<file path="src/rtl/serial_add_pkg.sv">
// Shared types and defaults for the bit-serial adder controller.
// No configuration macros are used in this file.
package serial_add_pkg;

  typedef enum logic [1:0] {
    IDLE,
    SHIFT,
    DONE_S
  } sa_state_t;

  localparam int SA_WIDTH_DEF = 8;

endpackage

</file>
<file path="src/rtl/serial_add_ctrl_fa_cell.sv">
// Purely combinational one-bit full adder used in the serial bit slot.
// No configuration macros are used in this file.
module fa_cell (
  input  logic a,
  input  logic b,
  input  logic ci,
  output logic s,
  output logic co
);

  assign {co, s} = {1'b0, a} + {1'b0, b} + {1'b0, ci};

endmodule

</file>
<file path="src/rtl/serial_add_ctrl.sv">
// Bit-serial adder controller: one full-adder slot walked across WIDTH bits, one bit per clock.
// Optional macro SERIAL_ADD_SUB_EN adds a SUB port for A-B via inverted B and forced carry-in.
//
// state  | meaning
// IDLE   | waiting for START; SUM/COUT hold last result
// SHIFT  | processing one bit per clock, count 0..WIDTH-1
// DONE_S | DONE pulse; SUM/COUT freshly valid
module serial_add_ctrl
  import serial_add_pkg::*;
#(
  parameter int WIDTH = SA_WIDTH_DEF
) (
  input  logic             CLK,
  input  logic             RESET,
  input  logic             START,
  input  logic [WIDTH-1:0] A,
  input  logic [WIDTH-1:0] B,
  input  logic             CIN,
`ifdef SERIAL_ADD_SUB_EN
  input  logic             SUB,
`endif
  output logic             BUSY,
  output logic             DONE,
  output logic [WIDTH-1:0] SUM,
  output logic             COUT
);

  localparam int CW = $clog2(WIDTH);

  sa_state_t        state;
  sa_state_t        state_nxt;
  logic [CW-1:0]    count;
  logic             carry;
  logic [WIDTH-1:0] a_sr;
  logic [WIDTH-1:0] b_sr;
  logic [WIDTH-1:0] result_sr;
  logic [WIDTH-1:0] b_load;
  logic             c_load;
  logic             fa_s;
  logic             fa_co;
  logic             accept;
  logic             last;

`ifdef SERIAL_ADD_SUB_EN
  // Subtraction is A + ~B + 1, so COUT=1 means no borrow.
  assign b_load = SUB ? ~B : B;
  assign c_load = SUB ? 1'b1 : CIN;
`else
  assign b_load = B;
  assign c_load = CIN;
`endif

  assign accept = (state == IDLE) && START;
  assign last   = (count == CW'(WIDTH - 1));

  fa_cell u_fa (
    .a  (a_sr[0]),
    .b  (b_sr[0]),
    .ci (carry),
    .s  (fa_s),
    .co (fa_co)
  );

  always_ff @(posedge CLK or posedge RESET) begin
    if (RESET) begin
      state <= IDLE;
    end else begin
      state <= state_nxt;
    end
  end

  always_comb begin
    state_nxt = state;
    BUSY      = (state != IDLE);
    DONE      = (state == DONE_S);
    case (state)
      IDLE:    if (START) state_nxt = SHIFT;
      SHIFT:   if (last) state_nxt = DONE_S;
      DONE_S:  state_nxt = IDLE;
      default: state_nxt = IDLE;
    endcase
  end

  always_ff @(posedge CLK or posedge RESET) begin
    if (RESET) begin
      count     <= '0;
      carry     <= 1'b0;
      a_sr      <= '0;
      b_sr      <= '0;
      result_sr <= '0;
      SUM       <= '0;
      COUT      <= 1'b0;
    end else if (accept) begin
      a_sr  <= A;
      b_sr  <= b_load;
      carry <= c_load;
      count <= '0;
    end else if (state == SHIFT) begin
      // Sum bits enter at the MSB so after WIDTH slots bit 0 sits at position 0.
      result_sr <= {fa_s, result_sr[WIDTH-1:1]};
      a_sr      <= a_sr >> 1;
      b_sr      <= b_sr >> 1;
      carry     <= fa_co;
      if (last) begin
        SUM   <= {fa_s, result_sr[WIDTH-1:1]};
        COUT  <= fa_co;
        count <= '0;
      end else begin
        count <= count + CW'(1);
      end
    end
  end

endmodule
</file>
<file path="config.mk">
export PLATFORM = sky130hd
export DESIGN_NAME = serial_add_ctrl
export DESIGN_NICKNAME = d
export VERILOG_FILES = /design/src/rtl/serial_add_pkg.sv /design/src/rtl/serial_add_ctrl_fa_cell.sv /design/src/rtl/serial_add_ctrl.sv
export SDC_FILE = /design/constraint.sdc
export NUM_CORES = 1
export LEC_CHECK = 0
export BUFFER_PORTS_ARGS = -buffer_cell sky130_fd_sc_hd__buf_2
export CAP_MARGIN = 40
export CORE_MARGIN = 3
export CORE_UTILIZATION = 61
export CTS_BUF_LIST = sky130_fd_sc_hd__clkbuf_8
export CTS_CLUSTER_DIAMETER = 40
export CTS_CLUSTER_SIZE = 14
export DETAILED_ROUTE_END_ITERATION = 6
export PLACE_DENSITY = 0.86
export SLEW_MARGIN = 20
export SYNTH_ARGS = -nofsm -noshare
export SYNTH_HDL_FRONTEND = slang
export SYNTH_SLANG_ARGS = --single-unit
</file>
<file path="constraint.sdc">
create_clock -name CLK -period 2.6 [get_ports CLK]
set_input_delay 0.52 -clock CLK [delete_from_list [all_inputs] [get_ports CLK]]
set_output_delay 0.52 -clock CLK [all_outputs]
set_load 0.005 [all_outputs]
</file>
# After elaboration in Yosys (flattened, before gate mapping)

Index checks and enable logic that the tools add are counted.

Mux-type cells: 12
Reduce and logical (&&, ||, !) cells: 7
Eq/ne operators: 5
$add $sub $neg: 3
Bitwise gates (word level): 1

Operators with widths:

| operator              | number |
|---|---|
| $mux W8               | 4 |
| $mux W3               | 3 |
| $mux W2               | 2 |
| $ne A2 B2 Y1 const B  | 2 |
| $pmux W2 S2           | 1 |
| $reduce_and A2 Y1     | 2 |
| $reduce_bool A2 Y1    | 2 |
| $add A3 B1 Y3 const B | 1 |
| $eq A3 B3 Y1 const B  | 1 |
| $reduce_and A3 Y1     | 1 |
| $add A1 B1 Y2         | 1 |
| $add A2 B1 Y2         | 1 |
| $eq A2 B1 Y1 const B  | 1 |
| $eq A2 B2 Y1 const B  | 1 |
| $logic_not A2 Y1      | 1 |
| $mux W1               | 2 |
| $logic_and A1 B1 Y1   | 1 |
| $not A1 Y1            | 1 |

Input port bits: 20
Logic and storage cells: 36
Bits in registers: 39

# Depth between registers and ports, before layout

Gate-level depths: netlist (run 1).

Depth after elaboration: 4
Mapped depth: 5
Depth with buffers taken out: 4

# Modules after synthesis

Synthesis (run 1) repeated with hierarchy kept, for this count alone.

Cell total of the unflattened synthesis: 157
Area total of the unflattened synthesis: 1710.4 µm²

Modules (own cells, without submodules):

| module          | cells an instance | area an instance (µm²) | times used |
|---|---|---|---|
| serial_add_ctrl | 156               | 1690.4                 | 1 |
| fa_cell         | 1                 | 20.0                   | 1 |

# Least setup slack after synthesis (run 1)

No wires, ideal clock.

Kind: register -> register
Start point: register count[0]
End point: register COUT
Setup time: 125 ps
Path slack: 1106 ps
Data required time: 2475 ps
Clock period less this slack: 1494 ps
Arrival time: 1370 ps
Stages on the path, launching flop included: 6
Path through: dfrtp_1 -> ha_1 -> ha_1 -> nand3b_1 -> buf_2 -> mux2_2

Longest elaborated chain between the ends: 2

Ends and longest elaborated chain:

| item                        | line                   | source |
|---|---|---|
| start: declaration          | serial_add_ctrl.sv:32  | `logic [CW-1:0] count;` |
| start signal: assignment    | serial_add_ctrl.sv:109 | `count <= count + CW'(1);` |
| $eq A3 B3 Y1                | serial_add_ctrl.sv:54  | `assign last = (count == CW'(WIDTH - 1));` |
| $reduce_and A3 Y1 (no line) | n/a                    |  |
| end signal: assignment      | serial_add_ctrl.sv:106 | `COUT <= fa_co;` |
| end: declaration            | serial_add_ctrl.sv:25  | `output logic COUT` |

No other way between the ends.
A chain may end at the register's enable or synchronous reset.

# Worst setup path in the final report (run 1)

Start point: register state[1]
End point: output BUSY

Longest elaborated chain between the ends: 1

Ends and longest elaborated chain:

| item                     | line                  | source |
|---|---|---|
| start: declaration       | serial_add_ctrl.sv:30 | `sa_state_t state;` |
| start signal: assignment | serial_add_ctrl.sv:68 | `state <= state_nxt;` |
| $reduce_bool A2 Y1       | serial_add_ctrl.sv:74 | `BUSY = (state != IDLE);` |
| end: declaration         | serial_add_ctrl.sv:22 | `output logic BUSY,` |

No other way between the ends.

==> results of run 1 <==
-- critical path, delay by kind of cell (launching register included) --
kind,cells,cell delay (ns)
DFF,1,0.65
and+or+nand+nor,1,0.46
buffers and inverters,2,0.23
-- power breakdown --
part	internal [W]	switching, W	total [W]	leakage (nW)
Sequential	0.000876	0.000195	0.00107	0.451
Combinational	0.000441	0.000359	0.000800	0.415
Clock	0.000177	0.000193	0.000370	0.0466
Total	0.00149	0.000747	0.00224	0.913
-- worst paths after layout --
kind	endpoint	slack, ns	cells past startpoint
max	BUSY	0.45	3
min reg2reg	b_sr[7]	0.50	1
min in group CLK	a_sr[7]	0.48	2
max in group asynchronous	b_sr[5]	1.94	3
min	SUM[1]	0.34	3
max reg2reg	SUM[3]	0.74	2
-- cell usage after synthesis --
| master | n |
|---|---|
| dfrtp_1 | 38 |
| inv_1 | 18 |
| mux2_2 | 15 |
| nor2_1 | 10 |
| a221oi_1 | 9 |
| nor4b_1 | 9 |
| nor2b_1 | 7 |
| a222oi_1 | 6 |
| buf_2 | 4 |
| clkbuf_1 | 4 |
| a22o_1 | 3 |
| buf_6 | 3 |
| a32o_1 | 2 |
| ha_1 | 2 |
| a21oi_1 | 1 |
| fa_1 | 1 |
| mux2_1 | 1 |
| nand3b_1 | 1 |
| nor2_2 | 1 |
| nor2b_4 | 1 |
| o21bai_1 | 1 |
-- registers in the layout, summed over array words and instances, names as in the netlist --
register / count
count: 3
carry: 1
COUT: 1
state: 2
b_sr: 8
a_sr: 8
result_sr: 7
SUM: 8
-- per-layer routing --
metal	part of all wire (%)	track usage (%)	vias to the layer above	wire length [µm]
li1	-	-	541	-
met5	0	0	-	0
met1	40	24.6	582	1270
met3	5.6	7.46	7	176
met2	52	37.4	33	1650
met4	1.7	11.3	0	54
-- area by class of cell --
type	count	area [µm²]	area share (%)
Sequential cell	38	951	49.8
Multi-Input combinational cell	70	611	32.0
Timing Repair Buffer	32	165	8.66
Clock buffer	5	68.8	3.61
Inverter	18	67.6	3.54
Tap cell	30	37.5	1.97
Clock inverter	2	7.51	0.393
-- metrics by stage --
step	area, µm²	setup slack, ns	hold WS [ns]	power [W]	std cells
CTS	1910	0.480	0.346	0.00227	195
detailed placement	1830	0.712	0.486	0.00190	188
global placement	1830	0.805	0.482	0.00181	188
floorplan	1700	1.11	0.466	0.00168	137
global route	1910	0.352	0.371	0.00242	195
finish	1910	0.450	0.336	0.00224	195
-- logic make-up after synthesis --
kind of cell / synth area share [%]
AO/OA/AOI/OAI: 11.6
adder cells (fa/ha/maj): 2.65
buffers and inverters: 8.03
flip-flops: 56.0
multiplexers: 10.6
AND/OR/NAND/NOR: 11.1
==> metrics.md, run 1 <==
| Metric | Value |
|---|---|
| Maximum Capacitance Violations | 0 |
| Min Tclk post-route | 2.15 ns |
| Clock-pin slew on the worst setup and hold paths | roughly 0.070 ns |
| RSZ-0062 raised after global routing | no |
| Layout area overhead | 12.4% |
| Yosys top cell area share | a little under three fifths |
| Vias per std cell | 5.96 |
| Commonest non-fill, non-tap cells in the layout | dfrtp_1 (38), buf_2 (30), inv_1 (20) |
| Worst Setup End Kind | output port |
| Number of hold buffers added after cts | 0 |
| Die Span X | 58.8 µm |
| Mapped cell area | 1700 µm² |
| Cts repair resizes | 0 |
| Post-DRT Antenna Nets | 0 |
| Cell Pwr Density | about 1200 nW/µm² |
| Max-slew violation count | 0 |
| Final setup violation count | 0 |
| Synth Net Count | 160 |
| Status | complete, no violations |
| Clock root cell | clkbuf_8 |
| Syn Area/Cell | 12.4 µm² |
| Final net count | 188 |
| Ports | 31 |
| H-tree depth | 2 |
| Setup bufs post-CTS | 0 |
| Residual DRC | 0 |
| Initial antenna violation count | 0 |
| Setup tns final | 0 ns |
| Port buffer count | 30 |
| Worst-path cell chain | nor2_2 > inv_1 > buf_2 |
| Sink Count | 38 |
| Critical Path Fanout Max | 23 |
| Slew headroom | between 50% and 60% |
| RePlAce Congestion | 0.693 |
| Skew-Pair Late Insertion Delay | ~0.29 ns |
| Overflow after GRT | 0 |
| Register area share after synthesis | 56.0% |
| Diodes inserted | 0 |
| Fin util | 74.3% |
| Max Buffers Root-to-Sink | 2 |
| Crit-path slowest cell | dfrtp_1 |
| Cell taking the most area after synthesis | dfrtp_1 |
| Share of cells above drive strength 1 | 32.7% |
| Die ar. | roughly 3500 µm² |
| Peak VDD IR | just under 0.0008 V |
| Post-synth cell types | 21 |
| Leading cell type in the layout, fill and taps excluded | dfrtp_1 |
| Main area contributors after synthesis | dfrtp_1 (56%), mux2_2 (9.9%), a221oi_1 (4.6%), nor4b_1 (4.6%), inv_1 (4.0%) |
| Tcrit/Tclk final | 82.7% |
| Routed WL | 3.15 mm |
| Routed WL per cell | roughly 16 µm |
| WS Path Type | register to output port |
| #FFs+latches synth | 38 |
| Vias in the first global route | 1,203 |
| Crit path arrival time | 1.63 ns |
| GRT Total Usage | 22.1% |
| Synth Warn # | 0 |
| Critical path origin | state[1] |
| P_leak | 0.913 nW |
| Hold crit path type | primary input to async pin |
| Worst Max-Slew Pin Slew | approximately 0.74 ns |
| R2R Path Start | state[0] |
| Max Fclk | between 400 and 500 MHz |
| Initial Util | 66.1% |
| Total number of vias | 1,163 |
| Final Hold Viols | 0 |
| Core box area | 2570 µm² |
| CP Launch Type | register |
| Drt pass-1 iters | 6 |
| Critical Path RT | 2.08 ns |
| # rows | 18 |
| # fillers | 197 |
| Fin Clk Skew | 0.00296 ns |
| Num CTS Buffers | 5 |
| Largest stage delay on the critical path | 0.65 ns |
| Pin count of the biggest net entering global routing | 39 |
| Cells after Synth | roughly 140 |
| First DRT Iteration DRCs | 56 |
| First-pass GRT wire length | 5.50 mm |
| Die H | 58.8 µm |
| Post-DP HPWL | 2.18 mm |
| CTS tree | done |
Note: power is estimated with default switching activity, not from simulation.
==> run 2, diff against run 1 <==
--- a/config.mk
+++ b/config.mk
@@ -8,12 +8,12 @@
 export BUFFER_PORTS_ARGS = -buffer_cell sky130_fd_sc_hd__buf_2
 export CAP_MARGIN = 40
 export CORE_MARGIN = 3
-export CORE_UTILIZATION = 61
+export CORE_UTILIZATION = 51
 export CTS_BUF_LIST = sky130_fd_sc_hd__clkbuf_8
 export CTS_CLUSTER_DIAMETER = 40
 export CTS_CLUSTER_SIZE = 14
 export DETAILED_ROUTE_END_ITERATION = 6
-export PLACE_DENSITY = 0.86
+export PLACE_DENSITY = 0.77
 export SLEW_MARGIN = 20
 export SYNTH_ARGS = -nofsm -noshare
 export SYNTH_HDL_FRONTEND = slang
==> constraint.sdc (replaced) <==
create_clock -name CLK -period 1.8 [get_ports CLK]
set_input_delay 0.36 -clock CLK [delete_from_list [all_inputs] [get_ports CLK]]
set_output_delay 0.36 -clock CLK [all_outputs]
set_load 0.005 [all_outputs]
==> metrics.md, run 2 (synthesized netlist as in run 1, its figures left out) <==
| Metric | Value |
|---|---|
| Status | complete, no violations |
| Fin Clk Skew | 0.00696 ns (+0.00400 ns) |
| Critical Path Fanout Max | 10 (-57%) |
| Die ar. | 4060 µm² (+18%) |
| Hold crit path type | primary input to async pin |
| Most frequent CP cell | ha_1 |
| Crit path arrival time | 1.78 ns (+0.15 ns) |
| Tcrit/Tclk final | 90.0% |
| Core box area | 3100 µm² (+21%) |
| Initial Util | 54.7% (-11 points) |
| First DRT Iteration DRCs | 91 (+63%) |
| Routed WL per cell | 14.4 µm (-11%) |
| CP Launch Type | register |
| Worst-path cell chain | ha_1 > ha_1 > nand3b_1 > buf_12 > mux2_2 |
| # fillers | 265 (+35%) |
| # rows | 20 (+2) |
| Commonest non-fill, non-tap cells in the layout | dfrtp_1 (38), buf_2 (30), inv_1 (19) |
| H-tree depth | 2 (unchanged) |
| RSZ-0062 raised after global routing | no |
| Worst Max-Slew Pin Slew | 0.466 ns (-0.274 ns) |
| Layout area overhead | 17.7% |
| Max-slew violation count | 0 (unchanged) |
| Post-DP HPWL | 2.18 mm (about the same) |
| WS Path Type | register to register |
| Initial antenna violation count | 0 (unchanged) |
| Routed WL | 3.12 mm (-1.0%) |
| Placed cell count | 207 (+10%) |
| Multi-input gate area | 611 µm² (unchanged) |
| Peak VDD IR | 0.000709 V (-8.5%) |
| Setup tns final | 0 ns (unchanged) |
| Overflow after GRT | 0 (unchanged) |
| Ports | 31 (unchanged) |
| Pin count of the biggest net entering global routing | 39 (unchanged) |
| Critical Path RT | 1.96 ns (-0.12 ns) |
| Port buffer count | 30 (unchanged) |
| Sink Count | 38 (unchanged) |
| Regs by FF count | SUM (8), a_sr (8), b_sr (8) |
| Cell Pwr Density | 1670 nW/µm² (+42%) |
| CTS tree | done |
| Residual DRC | 0 (unchanged) |
| Die H | 63.7 µm (+8.4%) |
| Share of cells above drive strength 1 | 36.0% (+3.3 points) |
| First-pass GRT wire length | 5.11 mm (-7.0%) |
| Finished Layout Cells | 216 (+11%) |
| RePlAce Congestion | 0.739 (+6.7%) |
| Largest stage delay on the critical path | 0.40 ns (-0.25 ns) |
| Max Fclk | 618 MHz |
| Min Tclk post-route | 1.62 ns |
| Setup slack at placement | 0.0843 ns (-0.627 ns) |
| Die Span X | 63.7 µm (+8.4%) |
| Total number of vias | 1,189 (+2.2%) |
| Final Power | 0.00334 W (+49%) |
| Drt pass-1 iters | 6 (unchanged) |
| Crit-path slowest cell | dfrtp_1 |
| Max Buffers Root-to-Sink | 2 (unchanged) |
| Vias in the first global route | 1,189 (-1.2%) |
| Final Hold Viols | 0 (unchanged) |
| P_leak | 0.954 nW (+4.5%) |
| Reg area | 951 µm² (unchanged) |
| Leading cell type in the layout, fill and taps excluded | dfrtp_1 |
| Final net count | 194 (+3.2%) |
| Vias per std cell | 5.50 (-7.7%) |
| Diodes inserted | 0 (unchanged) |
| Worst Setup End Kind | register |
| Num CTS Buffers | 5 (unchanged) |
| Final Worst Setup Slack | 0.181 ns (-0.269 ns) |
| Final setup violation count | 0 (unchanged) |
| Clock-pin slew on the worst setup and hold paths | 0.07 ns (about the same) |
| GRT Total Usage | 16.2% (-5.9 points) |
| Maximum Capacitance Violations | 0 (unchanged) |
| Clock root cell | clkbuf_8 |
| Skew-Pair Late Insertion Delay | 0.28 ns (about the same) |
| Post-DRT Antenna Nets | 0 (unchanged) |
| Slew headroom | 68.9% (+18 points) |
[run 2: changes by cell type in the layout (fill, tap and decap cells not counted), sizes merged]
cell,before,now
buf,32,38
clkbuf,5,6
clkinv,0,1
inv,20,19
[run 2: final timing paths]
path,from,to,slack (ns),cells after the start
min in group CLK,B[7],b_sr[7],0.34,2
min,RESET,b_sr[2],0.18,3
max,count[0],SUM[4],0.18,5
max reg2reg,count[0],SUM[4],0.18,5
min reg2reg,a_sr[7],a_sr[7],0.50,1
max in group asynchronous,RESET,a_sr[3],1.29,3
[run 2: timing repair]
item                       4_1_cts  5_1_grt
gates resized for setup          0        0
setup endpoints to repair        0        3
hold buffers                     0        0
setup buffers                    0        1
[run 2: worst max-delay path: cells and delay by family (launching register included)]
kind | cells | cell delay, ns
adders and majority gates | 2 | 0.48
muxes | 1 | 0.33
and+or+nand+nor | 1 | 0.15
buffers and inverters | 1 | 0.15
DFF | 1 | 0.40
[run 2: power breakdown]
part | switching, W | internal [W]
clock network | 0.000264 | 0.000303
registers | 0.000230 | 0.00127
logic | 0.000574 | 0.000697
[run 2: layout make-up]
class | instances | area share [%]
flip-flops and latches | 38 | 47.6
multi-input cells | 70 | 30.6
repair buffers | 38 | 11.1
clock buffers | 6 | 4.13
inverters | 18 | 3.38
well taps | 44 | 2.76
clock inverters | 2 | 0.438
[run 2: routing by layer]
layer | share of wire [%] | global-route usage [%]
met5 | 0 | 0
met4 | 0.58 | 5.66
met3 | 4.3 | 3.21
met2 | 53 | 29.2
met1 | 42 | 19.1
[run 2: metrics by stage]
stage / utilization (%) / instance area [µm²] / hold WS [ns]
global route: 64.4 / 2000 / 0.238
floorplan: - / 1700 / 0.466
detailed placement: 60.8 / 1890 / 0.488
finish: 64.4 / 2000 / 0.181
CTS: 63.7 / 1980 / 0.192
global placement: 60.8 / 1890 / 0.484
==> run 3, diff against run 2 <==
--- a/config.mk
+++ b/config.mk
@@ -7,13 +7,16 @@
 export LEC_CHECK = 0
 export BUFFER_PORTS_ARGS = -buffer_cell sky130_fd_sc_hd__buf_2
 export CAP_MARGIN = 40
+export CELL_PAD_IN_SITES_DETAIL_PLACEMENT = 1
+export CELL_PAD_IN_SITES_GLOBAL_PLACEMENT = 1
 export CORE_MARGIN = 3
-export CORE_UTILIZATION = 51
+export CORE_UTILIZATION = 41
 export CTS_BUF_LIST = sky130_fd_sc_hd__clkbuf_8
 export CTS_CLUSTER_DIAMETER = 40
 export CTS_CLUSTER_SIZE = 14
 export DETAILED_ROUTE_END_ITERATION = 6
-export PLACE_DENSITY = 0.77
+export PLACE_DENSITY_LB_ADDON = 0.1
+export RECOVER_POWER = 25
 export SLEW_MARGIN = 20
 export SYNTH_ARGS = -nofsm -noshare
 export SYNTH_HDL_FRONTEND = slang
==> metrics.md, run 3 (synthesized netlist as in run 1, its figures left out) <==
| Metric | Value |
|---|---|
| Skew-Pair Late Insertion Delay | 0.30 ns (+0.02 ns) |
| Fin area | 1980 µm² (-1.1%) |
| Diodes inserted | 0 (unchanged) |
| Vias in the first global route | 1,269 (+6.7%) |
| GR peak layer | met2 |
| CTS tree | done |
| Routed WL per cell | 16.0 µm (+11%) |
| CP Launch Type | register |
| Fin Clk Skew | 0.00583 ns (-0.00114 ns) |
| Post-DP HPWL | 2.41 mm (+11%) |
| Max Buffers Root-to-Sink | 2 (unchanged) |
| Tcrit/Tclk final | 89.1% (-0.90 points) |
| Die Span X | 70.4 µm (+10%) |
| Cts repair resizes | 0 (unchanged) |
| Cell Pwr Density | 1680 nW/µm² (+0.87%) |
| Min Tclk post-route | 1.60 ns (-0.0162 ns) |
| Pin count of the biggest net entering global routing | 39 (unchanged) |
| DP Area | 1900 µm² (+0.66%) |
| RSZ-0062 raised after global routing | no |
| Core box area | 3830 µm² (+23%) |
| Worst Setup End Kind | output port |
| Vias per std cell | 5.46 (-0.79%) |
| Hold Path Stages | 2 |
| Sink Count | 38 (unchanged) |
| Setup tns final | 0 ns (unchanged) |
| GR Layer Usage met1 | 20.1% (+1.0 points) |
| GRT Total Usage | 16.3% (+0.081 points) |
| Drt pass-1 iters | 4 (-2) |
| H-tree depth | 2 (unchanged) |
| Met3 Usage GRT | 6.47% (+3.3 points) |
| Hold WS | 0.322 ns (+0.141 ns) |
| Hold crit path type | primary input to register |
| Die ar. | 4950 µm² (+22%) |
| Residual DRC | 0 (unchanged) |
| Regs by FF count | SUM (8), a_sr (8), b_sr (8) |
| Critical path origin | state[1] |
| Slew headroom | 38.3% (-31 points) |
| Final net count | 194 (unchanged) |
| WS Path Type | register to output port |
| Ports | 31 (unchanged) |
| Number of hold buffers added after cts | 0 (unchanged) |
| Total number of vias | 1,196 (+0.59%) |
| HP Start | A[7] |
| Num CTS Buffers | 5 (unchanged) |
| Clock root cell | clkbuf_8 |
| Post-DRT Antenna Nets | 0 (unchanged) |
| FF-to-FF path depth | 5 (unchanged) |
| First DRT Iteration DRCs | 69 (-24%) |
| Layout area overhead | 16.4% |
| Share of cells above drive strength 1 | 36.3% (+0.21 points) |
| First-pass GRT wire length | 6.20 mm (+21%) |
| Crit path arrival time | 1.24 ns (-0.54 ns) |
| Worst Max-Slew Pin Slew | 0.926 ns (+0.460 ns) |
| Final Hold Viols | 0 (unchanged) |
| Clock-pin slew on the worst setup and hold paths | 0.07 ns (about the same) |
| Status | complete, no violations |
| P_leak | 0.939 nW (-1.5%) |
| GR Layer Usage met2 | 25.2% (-4.0 points) |
| Max Fclk | 624 MHz (+1.0%) |
| Overflow after GRT | 0 (unchanged) |
| Setup bufs post-CTS | 0 (unchanged) |
| Maximum Capacitance Violations | 0 (unchanged) |
| Final setup violation count | 0 (unchanged) |
| Die H | 70.4 µm (+10%) |
| Commonest non-fill, non-tap cells in the layout | dfrtp_1 (38), buf_2 (30), inv_1 (18) |
| Final Power | 0.00333 W (-0.27%) |
| Peak VDD IR | 0.000884 V (+25%) |
| Routed WL | 3.51 mm (+13%) |
| Initial antenna violation count | 0 (unchanged) |
| Max-slew violation count | 0 (unchanged) |
| RePlAce Congestion | 0.705 (-4.7%) |
| # rows | 22 (+10%) |
| Leading cell type in the layout, fill and taps excluded | dfrtp_1 |
| Placed cell count | 212 (+2.4%) |
| Critical Path Fanout Max | 12 (+2) |
| Port buffer count | 30 (unchanged) |
| Finished Layout Cells | 219 (+1.4%) |
| R2R Path Start | count[0] |
| Initial Util | 44.4% (-10 points) |
| Critical Path RT | 1.44 ns (-0.52 ns) |
run 3: cell types whose count changed in the layout (fill, tap and decap cells not counted), sizes merged:
cell    before  now
buf         38   37
clkinv       1    2
inv         19   18
run 3: worst max-delay path, stage by stage, from the launching register on:
cell and delay (ns):
dfrtp_1 0.45, buf_4 0.21, nor2_2 0.12, inv_1 0.05, buf_2 0.12
run 3: layer usage:
metal,vias up,routed length [µm]
li1,556,-
met1,610,1570
met2,24,1670
met3,6,201
met4,0,69
met5,-,0
run 3: report_power, final:
| part | switching (W) | internal (W) |
|---|---|---|
| logic | 0.000606 | 0.000683 |
| clock network | 0.000298 | 0.000260 |
| registers | 0.000214 | 0.00127 |
run 3: path summary, 6_finish.rpt:
path / end / slack (ns)
min in group asynchronous: SUM[4] / 0.34
max in group asynchronous: b_sr[2] / 0.89
worst min-delay path: a_sr[7] / 0.32
worst max-delay path: BUSY / 0.20
worst max register to register: SUM[2] / 0.20
worst min register to register: SUM[6] / 0.50
run 3: layout make-up:
| cell class | count | area (µm²) |
|---|---|---|
| sequential | 38 | 951 |
| clock inverter | 2 | 10.0 |
| timing repair buffer | 38 | 208 |
| tap | 48 | 60.1 |
| multi-input combinational | 70 | 611 |
| clock buffer | 5 | 68.8 |
| inverter | 18 | 67.6 |
| fill | 417 | 1850 |
run 3: metrics by stage:
step	util (%)	worst slack, ns
after floorplan	-	0.306
after global placement	49.6	0.303
after detailed placement	49.6	0.207
after CTS	51.7	0.168
after global routing	51.6	0.0909
final	51.6	0.197
